===== src/rtl/blue_die_roll_ctrl.sv =====
// Blue-die sprite sequencer: LFSR-driven roll animation plus a 3-cycle pixel pipe (addr -> ROM -> palette -> RGB).
// Optional macro DIE_FRAME_EN draws a yellow 1-px ring around the idle die once a roll has completed.
module blue_die_roll_ctrl #(
  parameter logic [9:0]  DIE_X      = 10'd288,
  parameter logic [9:0]  DIE_Y      = 10'd208,
  parameter int          SPR_W      = 32,
  parameter int          SPR_H      = 32,
  parameter int          MIN_PERIOD = 2,
  parameter int          MAX_PERIOD = 16,
  parameter int          SPIN_STEPS = 12,
  parameter logic [11:0] BG_RGB     = 12'h000
) (
  input  logic        vga_clk,
  input  logic        reset_n,
  input  logic        frame_tick,
  input  logic        roll_req,
  output logic        roll_busy,
  output logic        roll_done,
  output logic [2:0]  face,
  input  logic [9:0]  DrawX,
  input  logic [9:0]  DrawY,
  input  logic        blank,
  output logic [12:0] rom_addr,
  input  logic [3:0]  rom_index,
  output logic [3:0]  pal_index,
  input  logic [11:0] pal_rgb,
  output logic [3:0]  red,
  output logic [3:0]  green,
  output logic [3:0]  blue,
  output logic        die_hit
);

  localparam logic [1:0] S_IDLE = 2'd0;
  localparam logic [1:0] S_SPIN = 2'd1;
  localparam logic [1:0] S_DONE = 2'd2;

  localparam int XW = $clog2(SPR_W);
  localparam int YW = $clog2(SPR_H);
  localparam logic [10:0] X_LO = 11'(DIE_X);
  localparam logic [10:0] X_HI = 11'(int'(DIE_X) + SPR_W);
  localparam logic [10:0] Y_LO = 11'(DIE_Y);
  localparam logic [10:0] Y_HI = 11'(int'(DIE_Y) + SPR_H);

  logic [1:0] state_q, state_d;
  logic [2:0] face_q, face_d;
  logic [7:0] step_q, step_d;
  logic [7:0] period_q, period_d;
  logic [7:0] fcnt_q, fcnt_d;
  logic [7:0] lfsr_q;
  logic [2:0] f_rand, face_next;
  logic [7:0] period_inc;

  // Random pick is rejected when out of 1..6 or a repeat, so every change is visible.
  assign f_rand     = lfsr_q[2:0];
  assign face_next  = (f_rand != 3'd0 && f_rand <= 3'd6 && f_rand != face_q) ? f_rand :
                      (face_q == 3'd6) ? 3'd1 : face_q + 3'd1;
  assign period_inc = (period_q >= 8'(MAX_PERIOD)) ? 8'(MAX_PERIOD) : period_q + 8'd1;

  always_comb begin
    state_d  = state_q;
    face_d   = face_q;
    step_d   = step_q;
    period_d = period_q;
    fcnt_d   = fcnt_q;
    case (state_q)
      S_IDLE: begin
        if (roll_req) begin
          state_d  = S_SPIN;
          step_d   = 8'd0;
          period_d = 8'(MIN_PERIOD);
          fcnt_d   = 8'(MIN_PERIOD);
        end
      end
      S_SPIN: begin
        if (frame_tick) begin
          if (fcnt_q == 8'd1) begin
            face_d   = face_next;
            step_d   = step_q + 8'd1;
            period_d = period_inc;
            fcnt_d   = period_inc;
            if (step_q + 8'd1 == 8'(SPIN_STEPS)) state_d = S_DONE;
          end else begin
            fcnt_d = fcnt_q - 8'd1;
          end
        end
      end
      S_DONE:  state_d = S_IDLE;
      default: state_d = S_IDLE;
    endcase
  end

  always_ff @(posedge vga_clk) begin
    if (!reset_n) begin
      state_q  <= S_IDLE;
      face_q   <= 3'd1;
      step_q   <= 8'd0;
      period_q <= 8'(MIN_PERIOD);
      fcnt_q   <= 8'(MIN_PERIOD);
      lfsr_q   <= 8'hA5;
    end else begin
      state_q  <= state_d;
      face_q   <= face_d;
      step_q   <= step_d;
      period_q <= period_d;
      fcnt_q   <= fcnt_d;
      lfsr_q   <= {lfsr_q[6:0], lfsr_q[7] ^ lfsr_q[5] ^ lfsr_q[4] ^ lfsr_q[3]};
    end
  end

  assign roll_busy = (state_q == S_SPIN);
  assign roll_done = (state_q == S_DONE);
  assign face      = face_q;

  logic          in_box;
  logic [XW-1:0] x_off;
  logic [YW-1:0] y_off;
  logic [12:0]   addr_d;
  logic [12:0]   rom_addr_q;
  logic          in_box1_q, blank1_q, in_box2_q, blank2_q;
  logic          ring2;
  logic [11:0]   rgb_d, rgb_q;
  logic          hit_d, hit_q;

  assign in_box = ({1'b0, DrawX} >= X_LO) && ({1'b0, DrawX} < X_HI) &&
                  ({1'b0, DrawY} >= Y_LO) && ({1'b0, DrawY} < Y_HI);
  assign x_off  = XW'(DrawX - DIE_X);
  assign y_off  = YW'(DrawY - DIE_Y);
  // Power-of-2 width makes y*SPR_W + x a plain concatenation.
  assign addr_d = (13'(face_q - 3'd1) << (XW + YW)) + 13'({y_off, x_off});

`ifdef DIE_FRAME_EN
  logic shown_q, ring_geom, ring1_q, ring2_q;
  always_ff @(posedge vga_clk) begin
    if (!reset_n)                                shown_q <= 1'b0;
    else if (state_q == S_DONE)                  shown_q <= 1'b1;
    else if (state_q == S_IDLE && roll_req)      shown_q <= 1'b0;
  end
  assign ring_geom = !in_box &&
    ((({1'b0, DrawX} == X_LO - 11'd1 || {1'b0, DrawX} == X_HI) &&
      {1'b0, DrawY} >= Y_LO - 11'd1 && {1'b0, DrawY} <= Y_HI) ||
     (({1'b0, DrawY} == Y_LO - 11'd1 || {1'b0, DrawY} == Y_HI) &&
      {1'b0, DrawX} >= X_LO - 11'd1 && {1'b0, DrawX} <= X_HI));
  always_ff @(posedge vga_clk) begin
    if (!reset_n) begin
      ring1_q <= 1'b0;
      ring2_q <= 1'b0;
    end else begin
      ring1_q <= ring_geom && shown_q && (state_q == S_IDLE);
      ring2_q <= ring1_q;
    end
  end
  assign ring2 = ring2_q;
`else
  assign ring2 = 1'b0;
`endif

  always_comb begin
    rgb_d = BG_RGB;
    hit_d = 1'b0;
    if (!blank2_q) begin
      rgb_d = 12'h000;
    end else if (in_box2_q && rom_index != 4'd0) begin
      rgb_d = pal_rgb;
      hit_d = 1'b1;
    end else if (ring2) begin
      rgb_d = 12'hFF0;
    end
  end

  always_ff @(posedge vga_clk) begin
    if (!reset_n) begin
      rom_addr_q <= 13'd0;
      in_box1_q  <= 1'b0;
      blank1_q   <= 1'b0;
      in_box2_q  <= 1'b0;
      blank2_q   <= 1'b0;
      rgb_q      <= 12'h000;
      hit_q      <= 1'b0;
    end else begin
      if (in_box) rom_addr_q <= addr_d;
      in_box1_q <= in_box;
      blank1_q  <= blank;
      in_box2_q <= in_box1_q;
      blank2_q  <= blank1_q;
      rgb_q     <= rgb_d;
      hit_q     <= hit_d;
    end
  end

  assign rom_addr  = rom_addr_q;
  assign pal_index = rom_index;
  assign red       = rgb_q[11:8];
  assign green     = rgb_q[7:4];
  assign blue      = rgb_q[3:0];
  assign die_hit   = hit_q;

endmodule


===== config.mk =====
export PLATFORM = sky130hd
export DESIGN_NAME = blue_die_roll_ctrl
export DESIGN_NICKNAME = d
export VERILOG_FILES = /design/src/rtl/blue_die_roll_ctrl.sv
export SDC_FILE = /design/constraint.sdc
export NUM_CORES = 1
export LEC_CHECK = 0
export CORE_ASPECT_RATIO = 0.6
export CORE_MARGIN = 2
export CORE_UTILIZATION = 52
export DETAILED_ROUTE_END_ITERATION = 8
export GPL_TIMING_DRIVEN = 0
export PLACE_DENSITY = 0.83
export SLEW_MARGIN = 20
export SYNTH_ARGS = -nofsm -noshare
export SYNTH_HDL_FRONTEND = slang
export SYNTH_SLANG_ARGS = --single-unit

===== constraint.sdc =====
create_clock -name vga_clk -period 4.5 [get_ports vga_clk]
set_input_delay 0.45 -clock vga_clk [delete_from_list [all_inputs] [get_ports vga_clk]]
set_output_delay 0.45 -clock vga_clk [all_outputs]
set_load 0.01 [all_outputs]

* Word-level counts from Yosys, hierarchy flattened
Index checks and enable logic that the tools add are counted.
Cells by class: reductions and logical operators 16, bitwise gates (word level) 3, add/subtract/negate cells 8, $lt $le $gt $ge 6, shifts and indexed selects 0, multiply operators 0, equal/unequal tests 10, div/mod/pow operators 0, muxes and demuxes 20
Operators by type and width (count):
- 8-bit two-way mux | 9
- 8-bit case mux with 2 select lines | 3
- 8-bit by 1-bit adder with 8-bit output (second input constant) | 2
- 13-bit by 10-bit adder with 13-bit output | 1
- 10-bit by 8-bit greater-or-equal comparator with 1-bit output (second input constant) | 1
- 10-bit by 9-bit greater-or-equal comparator with 1-bit output (second input constant) | 1
- 10-bit by 8-bit less-than comparator with 1-bit output (second input constant) | 1
- 10-bit by 9-bit less-than comparator with 1-bit output (second input constant) | 1
- 3-bit AND reduction | 3
- 8-bit by 1-bit == test with 1-bit output (second input constant) | 1
- 8-bit by 4-bit == test with 1-bit output (second input constant) | 1
- 8-bit by 5-bit greater-or-equal comparator with 1-bit output (second input constant) | 1
- 2-bit two-way mux | 4
- 4-bit AND reduction | 2
- 8-bit by 1-bit subtractor with 8-bit output (second input constant) | 1
- 1-bit logical AND | 6
- 3-bit two-way mux | 2
- 5-bit by 1-bit subtractor with 5-bit output (second input constant) | 1
- 5-bit subtractor (second input constant) | 1
- 2-bit by 1-bit != test with 1-bit output (second input constant) | 2
- 2-bit != test (second input constant) | 2
- 2-bit case mux with 2 select lines | 1
- 4-bit nonzero test | 1
- 3-bit by 1-bit adder with 3-bit output (second input constant) | 1
- 12 further kinds | 14
Storage, ports and cells: register bits after elaboration 67, RAM bits 0, word-level logic and storage cells 76, ROM bits 0, output and inout bits 35, input port bits 41, memories 0, bits in latches 0

* Longest topological paths before layout
Gate-level depths: netlist of the first run.
word-level depth 6, gate-level depth with buffers 8

* Worst setup path before layout of the first run
No wires, ideal clock.
path type reg2reg, start point register fcnt_q[1], end point register step_q[3], setup time 70 ps, period minus slack after synthesis 1810 ps, required time 4430 ps, data arrival time 1740 ps, path slack 2690 ps, cell stages (with the launch flop) 8, path buffers 0, path through dfxtp_1 -> inv_1 -> ha_1 -> nor4b_4 -> nand2_2 -> a21o_4 -> or4_1 -> a21oi_1
Between the ends: cells in the longest elaborated chain, start to end 3
Ends and longest elaborated chain:
- from (decl) | line 48 | logic [7:0] fcnt_q, fcnt_d;
- from (signal assigned) | line 98 | fcnt_q <= 8'(MIN_PERIOD);
- from (signal assigned) | line 105 | fcnt_q <= fcnt_d;
- 8-bit by 1-bit == test with 1-bit output | line 76 | if (fcnt_q == 8'd1) begin
- 2-bit by 1-bit != test with 1-bit output (no line)
- 4-bit AND reduction (no line)
- to (signal assigned) | line 103 | step_q <= step_d;
- to (decl) | line 46 | logic [7:0] step_q, step_d;
Every way passes these cells. A chain may end at the register's enable or synchronous reset.

* Worst setup path in the final report of the first run
start point register state_q[0], end point output port roll_busy
Between the ends: cells in the longest elaborated chain, start to end 1
Ends and longest elaborated chain:
- from (decl) | line 44 | logic [1:0] state_q, state_d;
- from (signal assigned) | line 101 | state_q <= state_d;
- 2-bit by 1-bit == test with 1-bit output | line 110 | assign roll_busy = (state_q == S_SPIN);
- to (decl) | line 17 | output logic roll_busy,
Every way passes these cells.

==> results of run 1 <==
==> where the power goes <==
group	switching [W]	internal, W	total [W]	leakage (nW)
clock network	0.000233	0.000288	0.000521	0.106
logic	0.0000562	0.0000632	0.000119	0.958
registers	0.00000768	0.000603	0.000610	0.543
total	0.000297	0.000954	0.00125	1.61
==> registers in the layout (all words and copies together) (netlist names) <==
register   count
rom_addr      13
rgb_q         12
fcnt_q         8
lfsr_q         8
period_q       8
step_q         8
face           3
state_q        2
blank1_q       1
blank2_q       1
die_hit        1
in_box1_q      1
in_box2_q      1
==> synthesized netlist by cell type (3+ instances only) <==
master and number:
a21oi_1 24, a31oi_1 8, and2_1 19, and3_1 6, buf_4 5, clkbuf_1 12, dfxtp_1 67, ha_1 10
inv_1 9, mux2i_1 12, nand2_1 19, nand2b_1 4, nand3_1 11, nand3b_1 3, nand4_1 3, nand4b_1 3
nor2_1 33, nor2b_1 3, nor3_1 8, nor3b_1 3, nor4_1 3, o21ai_0 15, or2_2 3, or3_1 6
or4_1 3, or4b_2 3, xnor2_1 6, xor2_1 3
==> worst paths after layout <==
kind                     endpoint                     from  slack (ns)
max                     roll_busy  state_q[0]$_SDFFE_PN0P_        2.36
max reg2reg  face[1]$_SDFFE_PN0P_   fcnt_q[1]$_SDFFE_PN1P_        2.39
min          lfsr_q[7]$_SDFF_PN1_     lfsr_q[6]$_SDFF_PN0_        0.41
min reg2reg  lfsr_q[7]$_SDFF_PN1_     lfsr_q[6]$_SDFF_PN0_        0.41
==> metal layers <==
layer,up-vias,part of all wire [%]
met2,101,43
met4,0,1.6
met5,-,0
met1,1220,47
li1,1342,-
met3,14,8.1
==> cells by family (layout without fill, tap and decap cells) <==
logic type               Yosys count  in the layout
multiplexers                      12             12
adder cells (fa/ha/maj)           10             10
buffers and inverters             28            119
AND/OR/NAND/NOR                  141            141
flip-flops                        67             67
XOR/XNOR                           9              9
AO/OA/AOI/OAI                     64             64
==> through the flow <==
step	hold WS (ns)	area (µm²)	total power (W)	worst slack, ns
after detailed placement	0.398	3830	0.000741	2.18
after global routing	0.439	4040	0.00130	2.24
after CTS	0.410	4040	0.00126	2.37
final	0.413	4040	0.00125	2.36
after floorplan	0.386	2980	0.000682	2.69
after global placement	0.391	3830	0.000737	2.20
==> final cells by class <==
class                   instances  area, µm²
plain buffers                  18       87.6
clock buffers                  11        151
clock inverters                 5       60.1
fillers                       430       1500
inverters                      10       37.5
multi-input cells             236       1520
flip-flops and latches         67       1340
well taps                      80        100
repair buffers                 75        751
==> layout by cell type, fill, tap and decap left out, types with 12 or more instances in the layout <==
cell type / count
clkdlybuf4s50_1: 75
dfxtp_1: 67
nor2_1: 33
a21oi_1: 24
nand2_1: 19
and2_1: 19
o21ai_0: 15
clkbuf_1: 12
mux2i_1: 12
==> worst reg2reg max path, cell delays in order (launching register included) <==
cell and delay [ns]:
dfxtp_1 0.35, inv_1 0.11, ha_1 0.17, nor4b_4 0.26
nand2_2 0.18, nor2_1 0.52, o311ai_0 0.28, o32ai_1 0.16
==> run metrics, run 1 <==
status=completed; Setup Crit Path Kind=reg2out; number of diodes=0; Max-slew headroom=51.4%; mapped cell area=2980 µm²; first-pass GRT wire length=11300 µm; Syn Area/Cell=8.99 µm²; detailed-placement wirelength estimate=5010 µm; Synth Area in Adders=4.21%; Max Cap Violations=0; static leakage=1.61 nW; Longest Clk Path Bufs=2; GRT met1 Usage=31.5%; cell total after placement=486; CP max stage delay=0.55 ns; Syn-to-layout area delta=35.9%; worst slew pin tran=0.723 ns; clk sinks=67; die area=6360 µm²; Clock transition at path regs=0.07 ns; ratio of cells with drive above 1 in the final layout=7.82%; DRT antenna net count=0; CTS resizes=0; htree depth=3; remaining global-route overflow=0; Max Fclk=468 MHz; met3 global-route usage=8.50%; largest family of logic cells by synthesized area=simple AND/OR/NAND/NOR gates; sequential fraction of the synthesis area=45.1%; number of synthesized register bits=67; row count=21; post-synth top area share=45.1%; CP Max Fanout=8; final-report max-slew violation count=0; Post-synth EDFFs=0; Finished Layout Cells=502; Worst Clk Skew=0.00932 ns; post-CTS setup buffer count=0; Post-Synth XOR/XNOR Area=2.65%; number of buffers added on ports=75; Synthesis Warnings=0; CTS tree=done; via count=2677; syn nets=382; final wirelength=6940 µm; post-synthesis mux area share=4.04%; Main synth FF type=dfxtp_1; Die Wd=102 µm; Tot GR Track Use=22.7%; number of global-route vias before repair=2423; Mapped Cells=331; CP max stage cell=clkdlybuf4s50_1; Worst Hold Class=reg2reg; Final #Nets=468; Synth Area in Compound Gates=13.0%; CTS Hold Bufs=0; Final period util=47.5%; critical path arrival=1.69 ns; largest net degree at the start of global routing=13; met2 Use GR=32.7%; DRT iter0 DRCs=170; I/O pin total=76; CP Data Required Time=4.05 ns; worst path bufs/invs=3; top post-synthesis cells by area=dfxtp_1, ha_1, nor2_1; Pre-Repair DR Iteration Count=5; FF-to-FF path depth=7; Final Core Density=72.9%; final hold violations=0; grt peak-use layer=met2; Vert. Die Dim=62.6 µm; Top delay family on crit path=buffers and inverters; Synth area leader=dfxtp_1; hold path depth=1; RePlAce Congestion=0.905; unique cell type count in the Yosys netlist=51; critical path, cell by cell=buf_4 > nand2b_1 > inv_1 > clkdlybuf4s50_1; Peak VDD IR=0.000216 V; P per Cell Area=309 nW/µm²; CP Capture Type=output port; DRC Markers=0; Fin Setup TNS=0 ns; RSZ-0062 raised after global routing=false; Clock Latency Late Sink=0.34 ns; Avg WL per Cell=13.8 µm; post-synthesis simple-gate area fraction=26.8%; asr flop ratio synth=0%; critical path depth in cells=4; Initial Utilization=53.7%; Vias/cell=5.33; setup violators final=0; core area=5540 µm²; CTS buffer count=9; initial antenna violation count=0; clk root buf=clkbuf_8; crit path time final=2.14 ns; Worst setup SP type=flip-flop
(Power assumes the default switching activity.)
==> run 2: changes to the inputs <==
--- a/config.mk
+++ b/config.mk
@@ -7,10 +7,10 @@
 export LEC_CHECK = 0
 export CORE_ASPECT_RATIO = 0.6
 export CORE_MARGIN = 2
-export CORE_UTILIZATION = 52
+export CORE_UTILIZATION = 44
 export DETAILED_ROUTE_END_ITERATION = 8
 export GPL_TIMING_DRIVEN = 0
-export PLACE_DENSITY = 0.83
+export PLACE_DENSITY = 0.75
 export SLEW_MARGIN = 20
 export SYNTH_ARGS = -nofsm -noshare
 export SYNTH_HDL_FRONTEND = slang
==> constraint.sdc (replaced) <==
create_clock -name vga_clk -period 1.8 [get_ports vga_clk]
set_input_delay 0.18 -clock vga_clk [delete_from_list [all_inputs] [get_ports vga_clk]]
set_output_delay 0.18 -clock vga_clk [all_outputs]
set_load 0.01 [all_outputs]
==> run 2 against run 1 <==
- the flow now finishes with violations (negative setup slack)
- critical path depth up 3
- worst setup slack worse by 2.4 ns
- clock power rose to 3.4 times the previous value
- core utilization down 7.4 points
- cell area up 7.3%
- power rose to 2.9 times the previous value
- sequential power rose to 2.5 times the previous value
- first-iteration DRC count down 23%
- largest cell class unchanged
==> run metrics, run 2 (synthesized netlist as in run 1, its figures left out) <==
remaining global-route overflow=0 (unchanged); Tot GR Track Use=20.5% (-2.3 points); Max-slew headroom=54.8% (+3.4 points); critical path, cell by cell=inv_2 > ha_4 > nor4b_4 > nand2_2 > a21o_4 > or4b_1 > a21oi_1; core area=6620 µm² (+19%); clk sinks=67 (unchanged); initial antenna violation count=0 (unchanged); final wirelength=7410 µm (+6.8%); Max Fclk=538 MHz; CP max stage delay=0.47 ns (-0.08 ns); worst slew pin tran=0.669 ns (-0.0535 ns); area used by multi-input combinational logic=1620 µm² (+6.9%); number of buffers added on ports=75 (unchanged); Syn-to-layout area delta=45.8%; row count=23 (+9.5%); setup violators final=5 (+5); Clock transition at path regs=0.06 ns (about the same); Top delay family on crit path=simple AND/OR/NAND/NOR gates; largest net degree at the start of global routing=14 (+1); CP Max Fanout=6 (-2); Pre-Repair DR Iteration Count=4 (-1); via count=2708 (+1.2%); first-pass GRT wire length=11500 µm (+2.3%); CTS buffer count=9 (unchanged); commonest non-fill, non-tap cells in the layout=clkdlybuf4s50_1, dfxtp_1, nor2_1; Final #Nets=477 (+1.9%); failing checks=negative setup slack; commonest non-fill, non-tap cell in the layout=clkdlybuf4s50_1; CP Data Required Time=2.06 ns (-1.99 ns); Worst Clk Skew=0.00440 ns (-0.00492 ns); final hold violations=0 (unchanged); clk root buf=clkbuf_16; number of diodes=0 (unchanged); CP Capture Type=flip-flop; DRC Markers=0 (unchanged); number of global-route vias before repair=2461 (+1.6%); fill cell count=529 (+23%); Clock Latency Late Sink=0.33 ns (about the same); ratio of cells with drive above 1 in the final layout=16.0% (+8.2 points); CP max stage cell=or4b_1; final-report max-slew violation count=0 (unchanged); Vias/cell=5.23 (-2.0%); DRT iter0 DRCs=131 (-23%); P per Cell Area=831 nW/µm² (+170%); die area=7460 µm² (+17%); Avg WL per Cell=14.3 µm (+3.5%); worst setup margin=-0.0598 ns (-2.42 ns); static leakage=1.72 nW (+7.2%); Initial Utilization=45.0% (-8.7 points); Worst Hold Class=in2reg; register area=1350 µm² (+0.75%); Fin Setup TNS=-0.151 ns (-0.151 ns); max reg flops=13 (unchanged); Setup Crit Path Kind=reg2reg; Peak VDD IR=0.000532 V (+150%); crit path time final=1.86 ns; Worst setup SP type=flip-flop; RePlAce Congestion=0.909 (+0.46%); Final period util=103%; critical path arrival=2.12 ns (+0.43 ns); detailed-placement wirelength estimate=5170 µm (+3.1%); Max Cap Violations=0 (unchanged); Vert. Die Dim=67.7 µm (+8.2%); DRT antenna net count=0 (unchanged); I/O pin total=76 (unchanged); status=complete, but fails checks; Die Wd=110 µm (+8.4%); worst path bufs/invs=1 (-2); Final Core Density=65.6% (-7.4 points); Longest Clk Path Bufs=2 (unchanged); RSZ-0062 raised after global routing=true; CTS tree=done; htree depth=3 (unchanged)
run 2: final cells by class:
cell class | count | area share, %
Multi-Input combinational cell | 236 | 37.3
Sequential cell | 67 | 31.1
Timing Repair Buffer | 86 | 19.2
Clock buffer | 9 | 5.19
Tap cell | 87 | 2.51
Buffer | 16 | 1.96
Clock inverter | 7 | 1.79
Inverter | 10 | 0.865
run 2: worst register-to-register path, stage by stage, from the launching register on:
cell and delay, ns:
dfxtp_2 0.33, inv_2 0.07, ha_4 0.13, nor4b_4 0.28
nand2_2 0.12, a21o_4 0.25, or4b_1 0.47, a21oi_1 0.15
run 2: worst paths after layout:
kind	start	end	slack (ns)	depth (start not counted)
min reg2reg	lfsr_q[6]$_SDFF_PN0_	lfsr_q[7]$_SDFF_PN1_	0.41	1
min	pal_rgb[3]	rgb_q[3]$_SDFF_PN0_	0.40	2
max reg2reg	fcnt_q[1]$_SDFFE_PN1P_	step_q[4]$_SDFFE_PN0P_	-0.06	7
max	fcnt_q[1]$_SDFFE_PN1P_	step_q[4]$_SDFFE_PN0P_	-0.06	7
run 2: stage by stage:
stage                     instances  total power [W]  setup WS (ns)  hold WS (ns)  area [µm²]
after floorplan                 331          0.00171        0.00276         0.253        2980
after global placement          493          0.00184         -0.251         0.390        3830
after detailed placement        493          0.00185         -0.288         0.404        3830
after CTS                       515          0.00362        -0.0332         0.398        4240
after global routing            518          0.00373         -0.142         0.401        4340
final                           518          0.00361        -0.0598         0.405        4340
run 2: where the power goes:
part	switching, W	internal, W
combinational	0.000141	0.000172
sequential	0.0000292	0.00151
clock	0.000675	0.00108
total	0.000845	0.00276
run 2: what timing repair did:
action | 4_1_cts | 5_1_grt
buffers inserted | 7 | 4
hold buffers | 0 | 0
setup endpoints to repair | 29 | 29
hold endpoints to repair | 0 | 0
resized for setup | 17 | 21
pin swaps | 6 | 12
run 2: routing by layer:
metal	vias up	wire (µm)	GRT usage (%)
met4	0	89	5.94
met3	12	528	8.49
met5	-	0	0
met2	88	3250	30.3
met1	1246	3540	27.5
li1	1362	-	-
